### config.mk
export PLATFORM = sky130hd
export DESIGN_NAME = alu_op_sequencer
export DESIGN_NICKNAME = d
export VERILOG_FILES = /design/src/rtl/alu_op_sequencer.sv
export SDC_FILE = /design/constraint.sdc
export NUM_CORES = 1
export LEC_CHECK = 0
export ABC_AREA = 1
export CAP_MARGIN = 20
export CELL_PAD_IN_SITES_DETAIL_PLACEMENT = 0
export CELL_PAD_IN_SITES_GLOBAL_PLACEMENT = 1
export CORE_UTILIZATION = 29
export DETAILED_ROUTE_END_ITERATION = 8
export GPL_TIMING_DRIVEN = 0
export PLACE_DENSITY_LB_ADDON = 0.1
export RECOVER_POWER = 25
export SLEW_MARGIN = 20
export SYNTH_ARGS = -nofsm -noshare
export SYNTH_HDL_FRONTEND = slang
export SYNTH_SLANG_ARGS = --single-unit
### constraint.sdc
create_clock -name CLK -period 1.9 [get_ports CLK]
set_clock_uncertainty 0.15 [all_clocks]
set_input_delay 0.19 -clock CLK [delete_from_list [all_inputs] [get_ports CLK]]
set_output_delay 0.19 -clock CLK [all_outputs]
set_load 0.05 [all_outputs]
### src/rtl/alu_op_sequencer.sv
// alu_op_sequencer
//
// Requester-side driver for the 32-bit combinational ALU. Accepts one
// operation at a time, registers the operands and opcode onto the ALU
// inputs, waits a fixed number of clock edges for the ALU path (including
// the multiplier) to settle, captures the result and zero flag, and then
// offers them as a response.
//
// Handshake semantics (both channels): a transfer happens on a rising edge
// where valid and ready are both 1. REQ_READY depends only on the state
// register, never on REQ_VALID. Once RSP_VALID is raised, RSP_DATA,
// RSP_ZERO and RSP_ERR hold steady until the edge where RSP_READY=1 is seen.
//
// Ports:
//   CLK, RST          clock (rising edge), synchronous active-low reset
//   REQ_VALID/READY   request handshake
//   REQ_OP1/OP2/OPRN  request operands and opcode
//   ALU_OP1/OP2/OPRN  registered drive to the ALU (ALU_OPRN is 0 when idle)
//   ALU_OUT/ALU_ZERO  ALU result and zero flag
//   RSP_VALID/READY   response handshake
//   RSP_DATA/ZERO/ERR captured result, zero flag, undefined-opcode flag
//   BUSY              high whenever the FSM is not idle
//   OP_COUNT          completed response handshakes, wraps
module alu_op_sequencer #(
  parameter int DATA_WIDTH    = 32,
  parameter int OPRN_WIDTH    = 6,
  parameter int SETTLE_CYCLES = 2,
  parameter int COUNT_WIDTH   = 16
) (
  input  logic                   CLK,
  input  logic                   RST,
  input  logic                   REQ_VALID,
  output logic                   REQ_READY,
  input  logic [DATA_WIDTH-1:0]  REQ_OP1,
  input  logic [DATA_WIDTH-1:0]  REQ_OP2,
  input  logic [OPRN_WIDTH-1:0]  REQ_OPRN,
  output logic [DATA_WIDTH-1:0]  ALU_OP1,
  output logic [DATA_WIDTH-1:0]  ALU_OP2,
  output logic [OPRN_WIDTH-1:0]  ALU_OPRN,
  input  logic [DATA_WIDTH-1:0]  ALU_OUT,
  input  logic                   ALU_ZERO,
  output logic                   RSP_VALID,
  input  logic                   RSP_READY,
  output logic [DATA_WIDTH-1:0]  RSP_DATA,
  output logic                   RSP_ZERO,
  output logic                   RSP_ERR,
  output logic                   BUSY,
  output logic [COUNT_WIDTH-1:0] OP_COUNT
);

  typedef enum logic [1:0] {
    S_IDLE   = 2'd0,
    S_SETTLE = 2'd1,
    S_RESP   = 2'd2
  } state_t;

  state_t     state_q;
  state_t     state_d;
  logic [3:0] cnt_q;
  logic       oprn_legal;

  // Defined operations are 0x01..0x09; everything else (including any value
  // with upper bits set) is rejected without ever sampling the ALU, whose
  // output is high-impedance for undefined opcodes.
  assign oprn_legal = (REQ_OPRN != '0) && (REQ_OPRN <= OPRN_WIDTH'(9));

  assign REQ_READY = (state_q == S_IDLE);
  assign BUSY      = (state_q != S_IDLE);

  always_comb begin
    state_d = state_q;
    case (state_q)
      S_IDLE:   if (REQ_VALID) state_d = oprn_legal ? S_SETTLE : S_RESP;
      S_SETTLE: if (cnt_q == 4'd0) state_d = S_RESP;
      S_RESP:   if (RSP_READY) state_d = S_IDLE;
      default:  state_d = S_IDLE;
    endcase
  end

  always_ff @(posedge CLK) begin
    if (!RST) begin
      state_q   <= S_IDLE;
      cnt_q     <= 4'd0;
      ALU_OP1   <= '0;
      ALU_OP2   <= '0;
      ALU_OPRN  <= '0;
      RSP_VALID <= 1'b0;
      RSP_DATA  <= '0;
      RSP_ZERO  <= 1'b0;
      RSP_ERR   <= 1'b0;
      OP_COUNT  <= '0;
    end else begin
      state_q <= state_d;
      case (state_q)
        S_IDLE: begin
          if (REQ_VALID) begin
            if (oprn_legal) begin
              ALU_OP1  <= REQ_OP1;
              ALU_OP2  <= REQ_OP2;
              ALU_OPRN <= REQ_OPRN;
              // Counts down to zero; the capture happens on the edge that
              // sees zero, giving SETTLE_CYCLES edges after the accept.
              cnt_q    <= 4'(SETTLE_CYCLES - 1);
            end else begin
              RSP_DATA  <= '0;
              RSP_ZERO  <= 1'b0;
              RSP_ERR   <= 1'b1;
              RSP_VALID <= 1'b1;
            end
          end
        end
        S_SETTLE: begin
          if (cnt_q != 4'd0) begin
            cnt_q <= cnt_q - 4'd1;
          end else begin
            RSP_DATA  <= ALU_OUT;
            RSP_ZERO  <= ALU_ZERO;
            RSP_ERR   <= 1'b0;
            RSP_VALID <= 1'b1;
          end
        end
        S_RESP: begin
          if (RSP_READY) begin
            RSP_VALID <= 1'b0;
            OP_COUNT  <= OP_COUNT + COUNT_WIDTH'(1);
            ALU_OPRN  <= '0;
          end
        end
        default: ;
      endcase
    end
  end

endmodule

; ---- Yosys cells after proc, flatten, opt, wreduce, memory -nomap -nowiden
; Cells that the tools add are included.
[op_classes]
addsub = 2
magnitude_cmp = 1
eq_ne = 9
mux = 28
n_reduce_logical = 16
[op_table]
columns = op, count
row1 = 32-bit 2-to-1 mux, 3
row2 = 32-bit one-hot mux with 2 select lines, 1
row3 = 6-bit 2-to-1 mux, 3
row4 = "16-bit by 1-bit adder with 16-bit output, second input constant", 1
row5 = 4-bit 2-to-1 mux, 3
row6 = "2-bit inequality test, second input constant", 6
row7 = 6-bit one-hot mux with 2 select lines, 1
row8 = 4-bit AND reduction, 3
row9 = 1-bit 2-to-1 mux, 8
row10 = 2-bit 2-to-1 mux, 4
row11 = 4-bit one-hot mux with 2 select lines, 1
row12 = "6-bit by 4-bit <= comparator with 1-bit output, second input constant", 1
row13 = 2-bit one-hot mux with 3 select lines, 1
row14 = 3-bit AND reduction, 2
row15 = 2-bit nonzero test, 3
row16 = 6-bit nonzero test, 1
row17 = 5-bit AND reduction, 1
row18 = 4-bit zero test, 1
row19 = 1-bit one-hot mux with 2 select lines, 2
row20 = 4-bit nonzero test, 1
row21 = "4-bit by 1-bit subtractor with 4-bit output, second input constant", 1
row22 = 1-bit one-hot mux with 3 select lines, 1
row23 = 3-bit nonzero test, 1
row24 = "2-bit by 1-bit == test with 1-bit output, second input constant", 1
row25 = other kinds (5), 5
[totals]
reg_bits = 127
in_bits = 107
wordCells = 66

; ---- Logic depth before layout (Yosys ltp)
[logic_depth]
depth_word = 5
depth_mapped = 10

; ---- Worst setup path before layout
; No wires, ideal clock.
[synth_path]
path_type = flip-flop to flip-flop
startpoint = register state_q[1]
endpoint = register ALU_OP1[14]
arrival_time_ps = 1590
required_ps = 1631
path_slack_ps = 41
stages_incl_launch_ff = 9
period_less_slack_ps = 1859
cell_sequence = dfxtp_1 > nor2_4 > nand2_1 > inv_2 > nand3_1 > buf_4 > buf_4 > o21ai_0 > a21oi_1
[synth_via]
elab_chain_cells = 2
[synth_rtl]
columns = item, line_no
row1 = start: declaration, 57  ; state_t state_q;
row2 = start signal: assignment, 93  ; state_q <= state_d;
row3 = 2-bit zero test, --
row4 = named net REQ_READY, 33  ; output logic REQ_READY,
row5 = 3-bit AND reduction (no source line), --
row6 = end signal: assignment, 84  ; ALU_OP1 <= '0;
row7 = end signal: assignment, 98  ; ALU_OP1 <= REQ_OP1;
row8 = end: declaration, 37  ; output logic [DATA_WIDTH-1:0] ALU_OP1,
; The timed path passes the listed nets, and every way through them passes these cells.
; A chain may end at the register's enable or synchronous reset.

; ---- Worst setup path after layout
[layout_path]
startpoint = register state_q[1]
endpoint = output port REQ_READY
[layout_via]
elab_chain_cells = 1
[layout_rtl]
columns = item, line_no
row1 = 2-bit zero test, 67  ; assign REQ_READY = (state_q == S_IDLE);
row2 = end: declaration, 33
; Every way passes these cells.

==> metrics.md <==
| Metric | Value |
|---|---|
| Core Box Area | `about 17000 µm²` |
| Status | `completed` |
| Worst-path clk slew | `roughly 0.06 ns` |
| Mean Syn Cell Area | `~7.3 µm²` |
| Share of layout cells above drive strength 1 | `between 7 and 8%` |
| H-tree Lvls | `4` |
| WP buf/inv | `2` |
| Synthesized Nets | `825` |
| Clock root buffer | `clkbuf_16` |
| Clock Sinks | `~130` |
| Final Worst Setup Slack | `~0.074 ns` |
| Critical path type | `flop to output pin` |
| Die area | `between 15000 and 20000 µm²` |
| HPWL after DPL | `about 13000 µm` |
| Worst R2R Path Depth | `9` |
| Final instance area | `slightly above 8000 µm²` |
| Slew @ Worst Pin | `a little over 0.6 ns` |
| DR pass1 iterations | `4` |
| CP Launch Type | `flop` |
| Total GRT Usage | `a little under a fifth` |
| CTS tree | `built` |
| Detailed Route Iter0 Violations | `about 200` |
| Yosys reg bits | `127` |
| ANT cells | `0` |
| CP Capture Type | `output pin` |
| Family with the most delay on the worst path | `buffers and inverters` |
| CP Depth | `3` |
| Row count | `48` |
| CP arrival | `1.49 ns` |
| Final TNS setup | `0 ns` |
| Layout overhead on the synthesized area | `59.0%` |
| Die width | `around 140 µm` |
| Final wirelength | `between 15000 and 20000 µm` |
| I/O Buffers | `around 230` |
| Final setup fails | `0` |
| Post-Layout Cell Count | `approximately 1200` |
| Nets | `1076` |
| Critical R2R Capture | `RSP_DATA[11]` |
| Clock buffer depth | `2` |
| Flop2flop setup slack | `0.17 ns` |
| Slowest CP cell | `dfxtp_2` |
| Placed inst area | `a little under 8000 µm²` |
| Routed via count | `5316` |
| Initial antenna violation count | `0` |
| Post-Place Cells | `roughly 1200` |
| Crit path cell chain | `nor2_4 > buf_4 > clkdlybuf4s15_2` |
| Placer congestion estimate | `0.776` |
| CP required | `about 1.6 ns` |
| Dpl ws | `-0.286 ns` |
| Synthesized area | `about 5200 µm²` |
| Worst setup endpoint | `REQ_READY` |
| Relative slew slack | `between 50 and 60%` |
| Clock buffer count from CTS | `17` |
| Global route overflow | `0` |
| Final hold vios | `0` |
| Max VDD drop | `around 0.00064 V` |
| Largest net degree at the start of global routing | `17` |
| Sequential area share after synthesis | `around half` |
| DIE HEIGHT | `between 100 and 150 µm` |
| # IOs | `between 200 and 250` |
| Worst reg2reg startpoint | `state_q[0]` |
| Tcrit/Tclk final | `between 90% and 100%` |
| First-pass GRT wire length | `about 26000 µm` |
| Yosys cell types | `25` |
| Hold WC Path Type | `input port to flop` |
| Number of remaining DRC errors | `0` |
| Max Cap Viol | `0` |
| Post-synthesis instance total | `between 700 and 800` |
| Number of vias per cell | `4.42` |
| Routed Antenna Nets | `0` |
| Slew Viols, Final | `0` |
| Ys Warns | `0` |
| Clk Latency, worst-skew pair | `around 0.42 ns` |
| Power density over the cells | `between 900 and 1000 nW/µm²` |
| RSZ-0062 raised after global routing | `no` |
| Max Freq | `around 550 MHz` |
| Fillers | `around 1800` |
| Vias in the first global route | `roughly 5000` |
| Min cycle time layout | `1.83 ns` |
| Leak | `approximately 0.0038 µW` |
| Crit-path max FO | `6` |
| Peak per-stage delay on the critical path | `between 0.3 and 0.4 ns` |
| Worst setup startpoint | `state_q[1]` |
| Wire per inst | `approximately 14 µm` |
| Initial Util | `between 20 and 30%` |
[layer usage]
| metal | GRT usage [%] | vias up | share of wire (%) | wire, µm |
|---|---|---|---|---|
| met2 | 29.6 | 152 | 45 | 7530 |
| met3 | 5.82 | 15 | 7.3 | 1230 |
| met1 | 23.4 | 2354 | 47 | 7940 |
| met4 | 6.48 | 0 | 1.2 | 203 |
| li1 | - | 2795 | - | - |
| met5 | 0 | - | 0 | 0 |
[cells by family (layout without fill, tap and decap cells)]
family,after synthesis,count (layout),share of synthesized area [%]
and+or+nand+nor,249,249,20.4
buffers and inverters,141,405,11.3
DFF,127,127,48.7
AOI/OAI and AO/OA,192,192,18.4
xor gates and xnor gates,3,3,0.503
adders and majority gates,3,3,0.719
[report_power, final]
group          leakage (µW)  switching (µW)  total [µW]  internal [µW]
sequential          0.00104            98.7        2950           2850
clock              0.000307            1240        3410           2170
combinational       0.00245            1240        1890            647
total               0.00379            2580        8250           5670
[worst reg2reg max path: cells and delay by family, from the launching register on]
kind | cells | cell delay [ns]
DFF | 1 | 0.36
and+or+nand+nor | 5 | 0.57
buffers and inverters | 3 | 0.37
AOI/OAI and AO/OA | 1 | 0.17
[flip-flops by register name, summed over array words and instances (netlist names)]
register   count
ALU_OP1       32
ALU_OP2       32
ALU_OPRN       6
OP_COUNT      16
RSP_DATA      32
RSP_ERR        1
RSP_VALID      1
RSP_ZERO       1
cnt_q          4
state_q        2
[timing repair]
item / 4_1_cts / 5_1_grt
buffers inserted: 0 / 3
setup endpoints to repair: 181 / 100
pin swaps: 1 / 2
gates resized for setup: 127 / 13
endpoints found under the hold margin: 20 / 0
hold buffers: 1 / 0
[stage by stage]
step | power, µW | util [%] | hold WS (ns)
after floorplan | 4250 | - | 0.219
after global placement | 5010 | 44.7 | 0.277
after detailed placement | 5010 | 44.7 | 0.285
after CTS | 8350 | 47.5 | 0.0180
after global routing | 8640 | 47.7 | 0.0422
final | 8250 | 47.7 | 0.0417
[cell type report]
class	instances	area [µm²]	area share [%]
repair buffers	232	2150	25.9
plain buffers	44	231	2.79
clock inverters	12	156	1.88
clock buffers	20	467	5.62
multi-input cells	447	2110	25.4
inverters	97	364	4.38
well taps	225	282	3.39
flip-flops and latches	127	2540	30.6
[worst min-delay path by stage]
stage	startpoint	end	slack, ns	cells after the start
floorplan	RSP_READY	state_q[1]	0.22	3
global placement	ALU_OPRN[4]	ALU_OPRN[4]	0.28	2
detailed placement	ALU_OPRN[4]	ALU_OPRN[4]	0.29	2
CTS	RST	ALU_OP1[1]	0.02	3
global route	RST	ALU_OP1[1]	0.04	3
finish	RST	ALU_OP1[1]	0.04	3
[synthesized netlist by cell type]
cell type | count | area share (%)
nand2_2 | 2 | 0.24
nand3_1 | 45 | 4.3
nor3b_1 | 2 | 0.29
inv_1 | 95 | 6.8
ha_1 | 3 | 0.72
nor2_4 | 3 | 0.65
nor2_1 | 69 | 5.0
nor3_1 | 4 | 0.38
a31oi_1 | 1 | 0.12
buf_2 | 16 | 1.5
o21ai_0 | 75 | 7.2
dfxtp_1 | 127 | 49
xor2_1 | 2 | 0.34
buf_1 | 1 | 0.072
nor2_2 | 2 | 0.24
nand3_4 | 1 | 0.34
nand3b_1 | 2 | 0.29
xnor2_1 | 1 | 0.17
a21oi_1 | 116 | 11
buf_6 | 4 | 0.86
clkbuf_1 | 20 | 1.4
nand4_1 | 3 | 0.36
inv_2 | 2 | 0.14
buf_4 | 3 | 0.43
nand2_1 | 116 | 8.3
[layout by cell type, fill, tap and decap left out, types with 2 or more instances in the layout]
cell type,count
nand3_2,2
inv_1,95
inv_2,2
nand2_2,2
clkbuf_8,3
clkinv_4,3
dfxtp_1,125
dlygate4sd2_1,120
buf_6,5
nor2_4,4
inv_6,2
nand4_1,3
a21oi_1,116
o21ai_0,72
nor3_1,4
nand3_1,43
buf_2,17
nor2_1,69
o21ai_1,3
xor2_1,2
ha_1,3
clkbuf_1,20
dfxtp_2,2
clkbuf_16,17
nand3b_1,2
buf_4,5
nor3b_1,2
clkdlybuf4s50_1,105
bufinv_16,3
clkinv_2,3
nand2_1,116
No activity file was read; power rests on OpenSTA's default activity.
